$ cat config.mk
export PLATFORM = sky130hd
export DESIGN_NAME = cntreg_timer
export DESIGN_NICKNAME = d
export VERILOG_FILES = /design/src/rtl/cntreg_timer.sv
export SDC_FILE = /design/constraint.sdc
export NUM_CORES = 1
export LEC_CHECK = 0
export CAP_MARGIN = 20
export CORE_ASPECT_RATIO = 0.6
export CORE_UTILIZATION = 47
export CTS_BUF_LIST = sky130_fd_sc_hd__clkbuf_4 sky130_fd_sc_hd__clkbuf_8
export DETAILED_ROUTE_END_ITERATION = 8
export GPL_TIMING_DRIVEN = 0
export PLACE_DENSITY = 0.74
export SLEW_MARGIN = 5
export SYNTH_ARGS = -nofsm -noshare
export SYNTH_HDL_FRONTEND = slang
export SYNTH_SLANG_ARGS = --single-unit
$ cat constraint.sdc
create_clock -name clk -period 6.7 [get_ports clk]
set_input_delay 1.34 -clock clk [delete_from_list [all_inputs] [get_ports clk]]
set_output_delay 1.34 -clock clk [all_outputs]
set_load 0.005 [all_outputs]
$ cat src/rtl/cntreg_timer.sv
// cntreg_timer: counter/timer register with up/down counting, a programmable
// limit with auto-reload, a compare register and sticky flags.
// Optional clock-enable prescaler, built when CNTREG_TIMER_PRESCALER_EN is defined.
module cntreg_timer #(
   parameter int unsigned      WIDTH     = 32,
   parameter int unsigned      PSC_WIDTH = 8,
   parameter logic [WIDTH-1:0] RST_LIM   = '1
) (
   input  logic             clk,
   input  logic             reset,
   input  logic             cen,
   input  logic             wen,
   input  logic [WIDTH-1:0] din,
   input  logic             dir,
   input  logic             autorl,
   input  logic             lim_wen,
   input  logic             cmp_wen,
   input  logic             psc_wen,
   input  logic             flag_clr,
   output logic [WIDTH-1:0] dout,
   output logic [WIDTH-1:0] lim_q,
   output logic [WIDTH-1:0] cmp_q,
   output logic             tc,
   output logic             ovf,
   output logic             match
);

   logic [WIDTH-1:0] cnt;
   logic [WIDTH-1:0] lim;
   logic [WIDTH-1:0] cmp;
   logic [WIDTH-1:0] cnt_nxt;
   logic             tick;
   logic             wrap;
   logic             upd;
   logic             tc_r;
   logic             ovf_r;
   logic             match_r;

`ifdef CNTREG_TIMER_PRESCALER_EN
   logic [PSC_WIDTH-1:0] psc;
   logic [PSC_WIDTH-1:0] pc;

   assign tick = cen && (pc == psc);

   // Prescaler: divide cen by psc+1; counter load or divider write restarts it
   always_ff @(posedge clk) begin
      if (reset) begin
         psc <= '0;
         pc  <= '0;
      end else begin
         if (psc_wen) begin
            psc <= din[PSC_WIDTH-1:0];
         end
         if (wen || psc_wen) begin
            pc <= '0;
         end else if (cen) begin
            pc <= (pc == psc) ? '0 : pc + 1'b1;
         end
      end
   end
`else
   logic [PSC_WIDTH-1:0] unused_psc;

   assign unused_psc = {PSC_WIDTH{psc_wen}};
   assign tick       = cen;
`endif

   assign upd = tick || wen;

   // Next counter value: tick beats load; wrap detection for up and down
   always_comb begin
      cnt_nxt = cnt;
      wrap    = 1'b0;
      if (tick) begin
         if (!dir) begin
            // Above the limit in reload mode the count runs on to all-ones
            if ((autorl && (cnt == lim)) || (cnt == '1)) begin
               cnt_nxt = '0;
               wrap    = 1'b1;
            end else begin
               cnt_nxt = cnt + 1'b1;
            end
         end else begin
            if (cnt == '0) begin
               cnt_nxt = autorl ? lim : '1;
               wrap    = 1'b1;
            end else begin
               cnt_nxt = cnt - 1'b1;
            end
         end
      end else if (wen) begin
         cnt_nxt = din;
      end
   end

   // Counter, configuration registers and flags
   always_ff @(posedge clk) begin
      if (reset) begin
         cnt     <= '0;
         lim     <= RST_LIM;
         cmp     <= '0;
         tc_r    <= 1'b0;
         ovf_r   <= 1'b0;
         match_r <= 1'b0;
      end else begin
         cnt  <= cnt_nxt;
         tc_r <= wrap;
         if (lim_wen) begin
            lim <= din;
         end
         if (cmp_wen) begin
            cmp <= din;
         end
         if (wrap) begin
            ovf_r <= 1'b1;
         end else if (flag_clr) begin
            ovf_r <= 1'b0;
         end
         // Match compares the value being written into the counter against
         // the compare value in force this cycle
         if (upd && (cnt_nxt == cmp)) begin
            match_r <= 1'b1;
         end else if (flag_clr) begin
            match_r <= 1'b0;
         end
      end
   end

   assign dout  = cnt;
   assign lim_q = lim;
   assign cmp_q = cmp;
   assign tc    = tc_r;
   assign ovf   = ovf_r;
   assign match = match_r;

endmodule

Word-level counts from Yosys, hierarchy flattened. Index checks and enable logic that the tools add are counted.

Register bits after elaboration: 99. Bits in latches: 0. Memory bits (writable): 0. Memory bits (read-only): 0. Input bits: 42. Output and inout port bits: 99. Word-level logic and storage cells: 31. Memories kept: 0.

$add $sub $neg: 2. Multiply operators: 0. Divide/modulo/power cells: 0. $lt $le $gt $ge: 0. Equal/unequal tests: 3. Shift-type cells: 0. Multiplexer cells: 13. Bitwise logic cells: 0. Reductions and logical operators: 7.

Operators with widths (number): $mux W32 (6); $eq A32 B32 Y1 (2); $add A32 B1 Y32 const B (1); $eq A32 B32 Y1 const B (1); $logic_not A32 Y1 (1); $sub A32 B1 Y32 const B (1); $mux W1 (7); $reduce_bool A2 Y1 (2); $logic_and A1 B1 Y1 (2); $logic_or A1 B1 Y1 (2).

Logic depth before layout (Yosys ltp).
Depth after elaboration: 9. Gate-level depth with buffers: 15. Depth with buffers taken out: 12.

Worst setup path after synthesis. OpenSTA, ideal clock, no wires.

Path type: input port to flip-flop. Start point: in autorl. End point: reg match_r, in the netlist match. Setup time: 0.059 ns. Arrival: 4.240 ns. Slack: 2.401 ns. Stages: 11. Cell sequence: clkbuf_1 > inv_1 > nor2_1 > or4b_1 > o32a_1 > o21a_1 > mux2i_1 > or4_1 > or4b_1 > nor4_1 > a22o_1.

Longest elaborated chain between the ends: 8.

RTL lines: start: declaration (RTL line 15) `input logic autorl,`; $logic_and A1 B1 Y1 (RTL line 77) `if ((autorl && (cnt == lim)) || (cnt == '1)) begin`; $logic_or A1 B1 Y1 (RTL line 77); $mux W32 (RTL line 77); $mux W32 (*) (RTL line 75) `if (!dir) begin`; $mux W32 (*) (RTL line 74) `if (tick) begin`; $eq A32 B32 Y1 (*) (RTL line 121) `if (upd && (cnt_nxt == cmp)) begin`; $logic_and A1 B1 Y1 (*) (RTL line 121); $mux W1 / $reduce_bool A2 Y1 (equally long branches); end signal: assignment (RTL line 104) `match_r <= 1'b0;`; end signal: assignment (RTL line 122) `match_r <= 1'b1;`; end signal: assignment (RTL line 124) `match_r <= 1'b0;`; end: declaration (RTL line 37) `logic match_r;`.

Every way passes the cells marked *; elsewhere a longest branch is shown, timed or not. A chain may end at the register's enable or synchronous reset.

Final worst setup path.
Start point: in wen. End point: reg match_r, in the netlist match.

Longest elaborated chain between the ends: 5.

RTL lines: start: declaration (RTL line 12) `input logic wen,`; $mux W32 (RTL line 91) `end else if (wen) begin`; $mux W32 (RTL line 74); $eq A32 B32 Y1 (RTL line 121); $logic_and A1 B1 Y1 (*) (RTL line 121); $mux W1 / $reduce_bool A2 Y1 (equally long branches).

Marks and branches as above.

==> results.sh <==
export IMPL_status="finished clean"
export IMPL_post_cts_buffers=0
export IMPL_fin_area_mm2=0.009085
export IMPL_drive_gt1_share_pct=5.174
export IMPL_relSlewSlack_pct=25.06
export IMPL_cts_tree="done"
export IMPL_gp_congestion=1.071
export IMPL_synth_area_mm2=0.007252
export IMPL_synthCells=911
export IMPL_ys_warn_count=0
export IMPL_synth_async_reset_ratio_pct=0
export IMPL_grt_pass1_wl_um=50200
export IMPL_ys_seq_area_share_pct=27.33
export IMPL_r2r_slack_ns=1.19
export IMPL_nets=1103
export IMPL_vias=8399
export IMPL_n_antenna_cell=0
export IMPL_finalCritPeriodShare_pct=89.04
export IMPL_crit_start="wen"
export IMPL_slew_viol_final=0
export IMPL_grt_busiest_layer="met1"
export IMPL_crit_path_end_kind="flop"
export IMPL_placementRows=34
export IMPL_ctsRootBufferMaster="clkbuf_8"
export IMPL_dpl_hpwl_um=26580
export IMPL_crit_type="input pin to flop"
export IMPL_antenna_found_initial=0
export IMPL_gr_usage_met2_pct=55.88
export IMPL_synth_distinct_cells=75
export IMPL_max_freq_ghz=0.1676
export IMPL_clock_sinks=99
export IMPL_crit_top_cell="clkbuf_1"
export IMPL_power_leakage_nw=3.475
export IMPL_grt_max_degree=19
export IMPL_placedInstanceArea_mm2=0.008871
export IMPL_met1_usage_pct=64.26
export IMPL_multi_input_area_mm2=0.004903
export IMPL_drt_initial_drc_count=1018
export IMPL_worstReg2RegStart="dout[11]"
export IMPL_cts_buffer_depth=2
export IMPL_grt_usage_pct=43.28
export IMPL_fin_crit_ns=5.966
export IMPL_synth_edff_count=0
export IMPL_fp_dieArea_mm2=0.01595
export IMPL_syn_num_nets=956
export IMPL_power_density_mw_per_mm2=189.8
export IMPL_avgSynthCellArea_um2=7.960
export IMPL_wire_per_inst_um=27.51
export IMPL_ys_ff_latch=99
export IMPL_cp_num_buf_inv=4
export IMPL_critPathSlowestCell="clkbuf_1"
export IMPL_layout_commonest_cell="clkdlybuf4s50_1"
export IMPL_grt_pass1_vias=7568
export IMPL_setup_viol=0
export IMPL_fin_setup_tns_ns=0
export IMPL_final_antenna_net_count=0
export IMPL_fin_worst_skew_ns=0.01790
export IMPL_core_area_mm2=0.01476
export IMPL_grt_overflow_total=0
export IMPL_mostFrequentLayoutCells="clkdlybuf4s50_1 (135), dfxtp_1 (99), nor2_1 (92)"
export IMPL_drt_wl_total_um=34690
export IMPL_cts_htree_levels=3
export IMPL_cts_repair_resize_count=0
export IMPL_die_h_um=98.22
export IMPL_io_buffer_count=135
export IMPL_numCtsBuffers=9
export IMPL_final_hold_viol_count=0
export IMPL_maxCapViolCount=0
export IMPL_clkLatencyLatePin_ns=0.40
export IMPL_synth_main_ff_cell="dfxtp_1"
export IMPL_dr_pass1_iters=6
export IMPL_drc=0
export IMPL_clkTransAtPathRegs_ns=0.11
export IMPL_min_delay_path_class="flop to flop"
export IMPL_initial_core_util_pct=49.13
export IMPL_worst_pin_slew_ns=1.124
export IMPL_syn_to_final_growth_pct=25.28
export IMPL_path_cells="clkdlybuf4s50_1, clkbuf_1, buf_1, clkbuf_1, mux2i_1, nor2_1, a211oi_1, xnor2_1, nand4b_1, nor4_1, a22o_1"
export IMPL_worstPathRequired_ns=7.04
export IMPL_ff_latch_area_mm2=0.001982
export IMPL_rsz0062_at_grt="no"
export IMPL_start_kind="input pin"
export IMPL_die_w_um=162.4
export IMPL_boundaryPins=141
export IMPL_ctsHoldBuffers=0
export IMPL_gr_usage_met3_pct=16.99
export IMPL_routed_via_density=6.661
export IMPL_ir_drop_mv=0.1631
export IMPL_fillCellCount=1285
export IMPL_crit_family="buffers and inverters"
export IMPL_cp_max_fo=10
export IMPL_min_from="ovf"
export IMPL_max_stage_delay_ns=0.83
export IMPL_cp_arrival_ns=6.31
==> per-layer routing <==
layer / part of all wire (%) / routed length, um / vias to the layer above
li1: - / - / 3611
met1: 45 / 15460 / 4027
met2: 36 / 12630 / 678
met3: 16 / 5581 / 81
met4: 2.6 / 900 / 2
met5: 0.33 / 113 / -
==> through the flow <==
step / cells / setup slack (ns) / power (mW) / utilization, % / hold slack [ns]
floorplan: 911 / 2.401 / 0.9960 / - / 0.4511
global placement: 1244 / 0.7133 / 1.250 / 59.96 / 0.4341
detailed placement: 1245 / 0.7260 / 1.253 / 60.09 / 0.4512
CTS: 1261 / 1.102 / 1.692 / 61.54 / 0.4859
global route: 1261 / 0.6982 / 1.778 / 61.54 / 0.5172
finish: 1261 / 0.7341 / 1.724 / 61.54 / 0.4831
==> cell usage after synthesis (6+ instances only) <==
cell type	number	area, um2
nand3_1	40	200.2
xnor2_1	48	420.4
or4_1	7	52.55
and2_1	10	62.56
nor4_1	25	156.4
clkbuf_1	54	202.7
o211ai_1	6	45.04
dfxtp_1	99	1982
and3_1	13	81.33
o31ai_1	6	45.04
o21ai_0	15	75.07
nand4_1	26	162.7
or3_1	14	87.58
nor3_1	32	160.2
buf_1	11	41.29
nand2b_1	6	37.54
and4_1	7	61.31
a21oi_1	26	130.1
buf_2	9	45.04
mux2_2	6	67.56
nor2_1	92	345.3
a31oi_1	8	50.05
a211oi_1	18	135.1
xor2_1	41	359.1
inv_1	17	63.81
nand2_1	74	277.8
mux2i_1	91	910.9
==> area by class of cell <==
class	instances	share of cell area (%)
multi-input cells	718	53.97
flip-flops and latches	99	21.82
repair buffers	136	14.96
plain buffers	77	3.471
well taps	198	2.727
clock buffers	10	1.515
clock inverters	6	0.8401
inverters	17	0.7024
==> worst reg2reg max path, stage by stage, from the launching register on <==
cell and delay (ns):
dfxtp_1 0.33, clkbuf_1 0.23, nor3_1 0.80, nand4_2 0.37, nor3_2 0.96, mux2i_1 0.40, a311oi_1 0.11, a211o_1 0.32
nor4_1 0.51, or4b_1 0.49, nor4_1 0.70, a22o_1 0.23
==> logic make-up (layout without fill, tap and decap cells) <==
family          after synthesis  in the layout  share of synthesized area [%]
compound gates              151            151                          14.99
flops                        99             99                          27.33
mux                          97             97                          13.49
xor+xnor                     89             89                          10.75
buf+inv                      94            246                          5.228
simple gates                378            378                          27.69
fa+ha+maj                     3              3                         0.5177
==> state kept, by name (all words and copies together) (netlist names) <==
signal and count:
tc 1, ovf 1, dout 32, match 1, lim_q 32, cmp_q 32
==> power breakdown <==
group	total (mW)	switching [mW]	internal [mW]
Clock	0.449	0.258	0.192
Combinational	0.601	0.362	0.239
Sequential	0.674	0.0482	0.626
Total	1.72	0.667	1.06
==> worst paths after layout <==
check / cells past startpoint / end
setup / recovery: 11 / match
hold / removal: 1 / ovf
setup reg to reg: 11 / match
hold reg to reg: 1 / ovf
Note: power is estimated with default switching activity, not from simulation.
